## config.mk

```make
export PLATFORM = sky130hd
export DESIGN_NAME = horizontal_tf_sched
export DESIGN_NICKNAME = d
export VERILOG_FILES = /design/src/rtl/horizontal_tf_sched.sv
export SDC_FILE = /design/constraint.sdc
export NUM_CORES = 1
export LEC_CHECK = 0
export CORE_MARGIN = 2
export CORE_UTILIZATION = 47
export DETAILED_ROUTE_END_ITERATION = 6
export PLACE_DENSITY = 0.76
export SLEW_MARGIN = 20
export SYNTH_ARGS = -nofsm -noshare
export SYNTH_HDL_FRONTEND = slang
export SYNTH_SLANG_ARGS = --single-unit
```

## constraint.sdc

```tcl
create_clock -name clk -period 2.55 [get_ports clk]
set_input_delay 0.51 -clock clk [delete_from_list [all_inputs] [get_ports clk]]
set_output_delay 0.51 -clock clk [all_outputs]
set_load 0.03 [all_outputs]
```

## src/rtl/horizontal_tf_sched.sv

```systemverilog
// Twiddle-factor issue scheduler: walks stages x groups, fetches one ROM group per pass and issues
// fifteen twiddle indices to the modular multiplier, tracking multiplier latency with a delay line.
module horizontal_tf_sched #(
  parameter int unsigned S_WIDTH    = 4,
  parameter int unsigned DC_WIDTH   = 13,
  parameter int unsigned DCNT_BP4   = 10,
  parameter int unsigned ADDR_WIDTH = 10,
  parameter int unsigned MUL_LAT    = 4
) (
  input  logic                          clk,
  input  logic                          rst,
  input  logic                          start,
  input  logic                          abort,
  input  logic                          stall,
  input  logic [DC_WIDTH-DCNT_BP4-1:0]  cfg_stages,
  input  logic [ADDR_WIDTH-1:0]         cfg_groups,
  output logic [S_WIDTH-1:0]            state,
  output logic [DC_WIDTH-1:DCNT_BP4]    stage_counter,
  output logic                          CEN,
  output logic [ADDR_WIDTH-1:0]         rom_addr,
  output logic [3:0]                    tf_sel,
  output logic                          issue_valid,
  output logic                          out_valid,
  output logic [3:0]                    out_tf_sel,
  output logic                          busy,
  output logic                          done
);

  localparam int unsigned SW = DC_WIDTH - DCNT_BP4;
  localparam int unsigned DW = (MUL_LAT > 1) ? $clog2(MUL_LAT) : 1;

  typedef enum logic [2:0] {
    StIdle  = 3'd0,
    StFetch = 3'd1,
    StRun   = 3'd2,
    StDrain = 3'd3,
    StDone  = 3'd4
  } state_e;

  state_e                state_q, state_d;
  logic [SW-1:0]         stage_q, stage_d;
  logic [SW-1:0]         stages_q, stages_d;
  logic [ADDR_WIDTH-1:0] group_q, group_d;
  logic [ADDR_WIDTH-1:0] groups_q, groups_d;
  logic [3:0]            tf_q, tf_d;
  logic [DW-1:0]         drain_q, drain_d;
  logic [MUL_LAT-1:0]    dl_valid_q;
  logic [3:0]            dl_sel_q [MUL_LAT];

  always_comb begin
    state_d  = state_q;
    stage_d  = stage_q;
    stages_d = stages_q;
    group_d  = group_q;
    groups_d = groups_q;
    tf_d     = tf_q;
    drain_d  = drain_q;

    unique case (state_q)
      StIdle: begin
        if (start) begin
          state_d  = StFetch;
          stages_d = (cfg_stages == '0) ? SW'(1) : cfg_stages;
          groups_d = (cfg_groups == '0) ? ADDR_WIDTH'(1) : cfg_groups;
          stage_d  = '0;
          group_d  = '0;
          tf_d     = 4'd1;
        end
      end
      StFetch: state_d = StRun;
      StRun: begin
        if (!stall) begin
          if (tf_q == 4'd15) begin
            tf_d = 4'd1;
            if (group_q < groups_q - ADDR_WIDTH'(1)) begin
              group_d = group_q + ADDR_WIDTH'(1);
              state_d = StFetch;
            end else if (stage_q < stages_q - SW'(1)) begin
              group_d = '0;
              stage_d = stage_q + SW'(1);
              state_d = StFetch;
            end else begin
              drain_d = '0;
              state_d = StDrain;
            end
          end else begin
            tf_d = tf_q + 4'd1;
          end
        end
      end
      StDrain: begin
        if (drain_q == DW'(MUL_LAT - 1)) begin
          state_d = StDone;
        end else begin
          drain_d = drain_q + DW'(1);
        end
      end
      StDone:  state_d = StIdle;
      default: state_d = StIdle;
    endcase

    if (abort) begin
      state_d = StIdle;
      stage_d = '0;
      group_d = '0;
      tf_d    = 4'd1;
      drain_d = '0;
    end
  end

  always_ff @(posedge clk) begin
    if (rst) begin
      state_q  <= StIdle;
      stage_q  <= '0;
      stages_q <= SW'(1);
      group_q  <= '0;
      groups_q <= ADDR_WIDTH'(1);
      tf_q     <= 4'd1;
      drain_q  <= '0;
    end else begin
      state_q  <= state_d;
      stage_q  <= stage_d;
      stages_q <= stages_d;
      group_q  <= group_d;
      groups_q <= groups_d;
      tf_q     <= tf_d;
      drain_q  <= drain_d;
    end
  end

  // Free-running latency tracker; only reset and abort flush it.
  always_ff @(posedge clk) begin
    if (rst || abort) begin
      dl_valid_q <= '0;
      for (int i = 0; i < MUL_LAT; i++) dl_sel_q[i] <= 4'd0;
    end else begin
      for (int i = MUL_LAT - 1; i > 0; i--) begin
        dl_valid_q[i] <= dl_valid_q[i-1];
        dl_sel_q[i]   <= dl_sel_q[i-1];
      end
      dl_valid_q[0] <= issue_valid;
      dl_sel_q[0]   <= issue_valid ? tf_q : 4'd0;
    end
  end

  assign state         = S_WIDTH'(state_q);
  assign stage_counter = stage_q;
  assign rom_addr      = group_q;
  assign tf_sel        = tf_q;
  assign CEN           = (state_q != StFetch);
  assign issue_valid   = (state_q == StRun) && !stall;
  assign out_valid     = dl_valid_q[MUL_LAT-1];
  assign out_tf_sel    = dl_sel_q[MUL_LAT-1];
  assign busy          = (state_q != StIdle);
  assign done          = (state_q == StDone);

endmodule

```

### Yosys cells after proc, flatten, opt, wreduce, memory -nomap -nowiden

Memories as Yosys holds them, arrays and structs flattened.
Cells that the tools add are included.

* bits in registers: 39
* word-level logic and storage cells: 92
* memory bits (writable): 16
* memories: 1
* input port bits: 18
* output and inout bits: 30

* magnitude comparators: 2
* add/sub/neg operators: 6
* reductions and logical operators: 16
* bitwise logic cells: 4
* multiplexer cells: 39
* equality and inequality tests: 16

Memories
* dl_sel_q: depth 4, bits a word 4, read ports 4, clocked after memory_dff 0, write ports 4, line 48 `logic [3:0] dl_sel_q [MUL_LAT];`

Operators with widths (count)
* two-way mux 10 bit: 6
* two-way mux 4 bit: 8
* two-way mux 3 bit: 10
* one-hot mux 10 bit (2 select lines): 1
* inequality test 2 bit, second input constant: 8
* two-way mux 2 bit: 7
* one-hot mux 3 bit (4 select lines): 1
* AND reduction 6 bit: 2
* adder 10 x 1 -> 10 bit, second input constant: 1
* zero test 10 bit: 1
* less-than comparator 10 bit: 1
* subtractor 10 x 1 -> 10 bit, second input constant: 1
* one-hot mux 4 bit (2 select lines): 1
* == test 3 x 2 -> 1 bit, second input constant: 2
* zero test 3 bit: 2
* one-hot mux 3 bit (2 select lines): 1
* AND reduction 5 bit: 1
* adder 4 x 1 -> 4 bit, second input constant: 1
* == test 4 bit, second input constant: 1
* bitwise OR 1 bit: 4
* one-hot mux 2 bit (2 select lines): 1
* AND reduction 4 bit: 1
* nonzero test 2 bit: 2
* adder 3 x 1 -> 3 bit, second input constant: 1
* 16 further kinds: 18

### Longest topological paths before layout

* depth after elaboration: 7
* depth in mapped cells: 12
* depth with buffers taken out: 11

### Least setup slack after synthesis

No wires, ideal clock.

* kind: register to register
* start: reg groups_q[2]
* end: reg group_q[6] (netlist: rom_addr[6])
* arrival: 2.420 ns
* path slack: -0.015 ns
* clock period less this slack: 2.565 ns
* cell stages (with the launch flop): 11
* required time: 2.405 ns
* setup time: 0.145 ns
* buffers on the path: 0
* cell sequence: dfxtp_1 nor3_1 nand3_1 nor3_1 xnor2_1 ha_1 a211o_1 a21oi_1 o211ai_1 a31oi_2 a31oi_1

* longest elaborated chain between the ends: 6
* elaborated cells on any way between the ends: 8
* those cells by class: 1 x add/sub; 1 x order compare; 1 x eq/ne; 4 x mux; 1 x reduce/logical

Ends and longest elaborated chain
* from (decl): line 44 `logic [ADDR_WIDTH-1:0] groups_q, groups_d;`
* from (signal assigned): line 125 `groups_q <= groups_d;`
* subtractor 10 x 1 -> 10 bit *: line 75 `if (group_q < groups_q - ADDR_WIDTH'(1)) begin`
* less-than comparator 10 bit *: line 75
* two-way mux 10 bit: line 75
* two-way mux 10 bit: line 73 `if (tf_q == 4'd15) begin`
* two-way mux 10 bit: line 72 `if (!stall) begin`
* one-hot mux 10 bit (2 select lines): line 59 `unique case (state_q)`
* to (signal assigned): line 124 `group_q <= group_d;`
* to (decl): line 43 `logic [ADDR_WIDTH-1:0] group_q, group_d;`

Every way passes the cells marked *; elsewhere a longest branch is shown, timed or not. The select of a mux whose other input is x is not followed.
A chain may end at the register's enable or synchronous reset.

### Worst setup path in the final report

* start: reg groups_q[4]
* end: reg drain_q[1]

* longest elaborated chain between the ends: 4

Ends and longest elaborated chain
* subtractor 10 x 1 -> 10 bit: line 75
* less-than comparator 10 bit: line 75
* inequality test 2 bit (no source line)
* AND reduction 6 bit (no source line)
* to (signal assigned): line 127 `drain_q <= drain_d;`
* to (decl): line 46 `logic [DW-1:0] drain_q, drain_d;`

Every way passes these cells.

==> results by group <==
Timing
  • Tmin final: 2.660 ns
  • Achievable Freq: 375.9 MHz
  • Final setup vio count: 12
  • Max-slew violation count: 0
  • Fin. Hold Viols: 0
  • Final Skew: 0.004430 ns
  • Slew of the pin with the lowest slew margin: 0.5036 ns
  • RSZ-0062 raised after global routing: yes
  • Fin worst setup slack: -0.1103 ns
  • Slew HR: 66.28%
  • Final critical-path share of the clock period: 104.3%

Global routing
  • Pin count of the biggest net entering global routing: 22
  • First-pass GRT wire length: 9811 um
  • Vias in the first global route: 2117
  • Gr ovfl total: 0
  • Overall routing resource usage: 20.03%
  • Initial antenna violation count: 0

Setup path
  • CP Max Fanout: 5
  • Slowest CP cell: dfxtp_2
  • CP cell instances: nor3_4, buf_4, nand2_1, nor2_1, xnor2_1, ha_1, nand4_1, a211o_1, o2111a_2, buf_12, or3_1, a21oi_1
  • CP peak stage delay: 0.35 ns
  • R2R Path Start: groups_q[4]
  • Endpoint type of the worst setup path: flop
  • Flop-to-flop setup slack: -0.11 ns
  • Critical R2R Capture: drain_q[1]
  • Reg2reg path depth: 12
  • Worst Path Required: 2.81 ns
  • Critical setup path kind: reg2reg
  • Startpoint types: flop
  • Arr. time, crit path: 2.92 ns

Hold path
  • Worst hold start: dl_sel_q[2][2]
  • Worst Hold Path EP: dl_sel_q[3][2]
  • HP Class: reg2reg
  • Hold path cells: 1

Placed design
  • Detailed Place HPWL: 4300 um
  • Placed standard-cell area: 3297 um2
  • Routability-driven placement congestion ratio: 0.8406
  • Port Buffer Count: 46

CTS
  • Worst skew pair latency: 0.33 ns
  • Root buf cell: clkbuf_8
  • CTS sink count: 55
  • Hold Buf Count CTS: 0
  • Clock Path Buffers: 2
  • Worst-path clk slew: 0.11 ns
  • Num CTS Buffers: 5
  • H-tree depth: 2
  • CTS tree: built

Logic synthesis
  • Post-synthesis sequential area ratio: 41.77%
  • Yosys top cell by area: dfxtp_1
  • Warnings from Yosys: 0
  • Cell Area, Synth: 2636 um2
  • Post-synthesis cell count: 300
  • Cell variety after synth: 45
  • Post-synthesis register bit count: 55
  • Post-synthesis async set-or-reset flop share: 0%
  • Synthesized area per cell: 8.788 um2
  • Area contributors post-synth: dfxtp_1 (42%), ha_1 (8.1%), and2_1 (5.0%), nand2_1 (5.0%), a21oi_1 (4.4%)
  • Post-synth EDFFs: 0
  • Syn nets: 335
  • Yosys top cell area share: 41.77%
  • Ys flop type: dfxtp_1

Detailed routing
  • Vias per inst: 5.436
  • DRT Wirelength: 6394 um
  • Drt first pass iters: 4
  • Final ANT Viol Nets: 0
  • DRC violations left: 0
  • Vias: 2392
  • Per-cell routed wire length: 14.53 um
  • 1st-iter DRT viols: 146

Cells and area
  • Finished Core Util: 65.46%
  • Nets: 402
  • Ant. Diodes: 0
  • Synth-to-Final Area Change: 35.88%
  • Share of layout cells above drive strength 1: 16.30%
  • Final instance area: 3582 um2

Power
  • Sw Pwr: 0.5062 mW
  • Clock Power Share: 30.2%
  • Sequential share of power: 51.2%
  • Gate power share: 18.6%
  • VDD IR max: 0.2689 mV
  • Power Density: 484.5 nW/um2
  • Sw Ratio: 29.17%
  • P_leak: 1.399 nW
  • Pint: 1.229 mW

Floorplan
  • Die H: 78.90 um
  • Core Rows: 27
  • Die footprint: 6224 um2
  • Core outline area: 5473 um2
  • Die X: 78.90 um
  • Io pins: 48
  • Initial Util: 48.17%

Outcome
  • Violated checks: setup timing
  • Status: finished, violations left

Job
  • Max Cap Violations: 0
==> logic make-up after synthesis <==
| logic type | count (synthesis) | synth area share [%] |
|---|---|---|
| other | 1 | 0.1422 |
| muxes | 1 | 0.3797 |
| adders and majority gates | 17 | 8.068 |
| AOI/OAI and AO/OA | 69 | 17.70 |
| buffers and inverters | 20 | 3.275 |
| xor gates and xnor gates | 9 | 2.990 |
| and+or+nand+nor | 128 | 25.68 |
| DFF | 55 | 41.77 |
==> worst max-delay path, delay by kind of cell (launching register included) <==
family / cells / cell delay (ns)
buf+inv: 2 / 0.29
flops: 1 / 0.35
fa+ha+maj: 1 / 0.28
compound gates: 3 / 0.65
simple gates: 5 / 0.91
xor+xnor: 1 / 0.11
==> what timing repair did <==
item	4_1_cts	5_1_grt
gates resized for setup	6	16
pin swaps	3	31
cloned	0	3
setup endpoints to repair	17	16
setup buffers	0	4
==> layer usage <==
layer	part of all wire (%)	wire length [um]	vias to the layer above	global-route usage (%)
met5	0	0	-	0
met4	1.5	97	0	9.138
met3	3.9	248	9	4.205
met2	48	3071	56	32.74
met1	47	2976	1123	25.45
li1	-	-	1204	-
==> placed cells by master, fill, tap and decap left out, types with 3 or more instances in the layout <==
| cell type | Yosys | routed |
|---|---|---|
| dfxtp_1 | 55 | 53 |
| clkdlybuf4s50_1 | 0 | 44 |
| nand2_1 | 35 | 35 |
| a21oi_1 | 23 | 22 |
| and2_1 | 21 | 21 |
| buf_4 | 2 | 20 |
| nor2_1 | 19 | 18 |
| ha_1 | 17 | 17 |
| o21ai_0 | 11 | 9 |
| nand3b_1 | 9 | 9 |
| a31oi_1 | 9 | 9 |
| inv_1 | 8 | 8 |
| xnor2_1 | 7 | 7 |
| and3_1 | 7 | 7 |
| nand4_1 | 6 | 6 |
| nand3_1 | 8 | 6 |
| nand2b_1 | 5 | 5 |
| a41oi_1 | 8 | 5 |
| clkbuf_8 | 0 | 5 |
| nor3_1 | 6 | 3 |
| a211o_1 | 3 | 3 |
| o21ai_2 | 1 | 3 |
| o211ai_1 | 3 | 3 |
| a41oi_2 | 0 | 3 |
==> stage by stage <==
stage               setup TNS [ns]  std cells  power [mW]  hold WS, ns  setup WS (ns)
floorplan                        0        300       1.078       0.4057        0.05426
global placement                 0        425       1.178       0.4066        0.01668
detailed placement         -0.8146        425       1.187       0.4097       -0.08532
CTS                       -0.05862        433       1.705       0.4388       -0.05862
global route                -2.600        440       1.801       0.4493        -0.2273
finish                     -0.6054        440       1.735       0.4347        -0.1103
==> state kept, by name, indices dropped and copies added, names as in the netlist <==
register	count
dl_sel_q	16
dl_valid_q	4
drain_q	2
groups_q	10
rom_addr	10
stage_counter	3
stages_q	3
state_q	3
tf_sel	4
==> power by group through the flow <==
stage / combinational (mW) / sequential [mW] / clock (mW)
after floorplan: 0.166 / 0.912 / 0
after global placement: 0.274 / 0.904 / 0
after detailed placement: 0.282 / 0.905 / 0
after CTS: 0.290 / 0.886 / 0.529
after global routing: 0.352 / 0.890 / 0.560
final: 0.323 / 0.888 / 0.525
==> Yosys cell counts (3+ instances only) <==
master	number
ha_1	17
nand2_1	35
nand4_1	6
o21ai_0	11
a21oi_1	23
nor3_1	6
and3_1	7
nand3_1	8
a211o_1	3
buf_2	3
inv_1	8
nand2b_1	5
nand3b_1	9
dfxtp_1	55
xnor2_1	7
clkbuf_1	7
nor2_1	19
a41oi_1	8
and2_1	21
a31oi_1	9
o211ai_1	3
==> layout make-up <==
class | instances | area, um2
sequential | 55 | 1104
timing repair buffer | 72 | 724.4
multi-input combinational | 225 | 1538
clock buffer | 5 | 68.82
fill | 452 | 1891
tap | 72 | 90.09
inverter | 8 | 30.03
clock inverter | 3 | 27.53
==> worst max path at each step <==
stage,startpoint,to,depth (start not counted)
final,groups_q[4],drain_q[1],12
after detailed placement,groups_q[2],rom_addr[2],10
after floorplan,groups_q[2],rom_addr[6],10
after CTS,groups_q[2],drain_q[1],11
after global placement,groups_q[2],drain_q[1],11
after global routing,groups_q[4],drain_q[1],11
(Power assumes the default switching activity.)
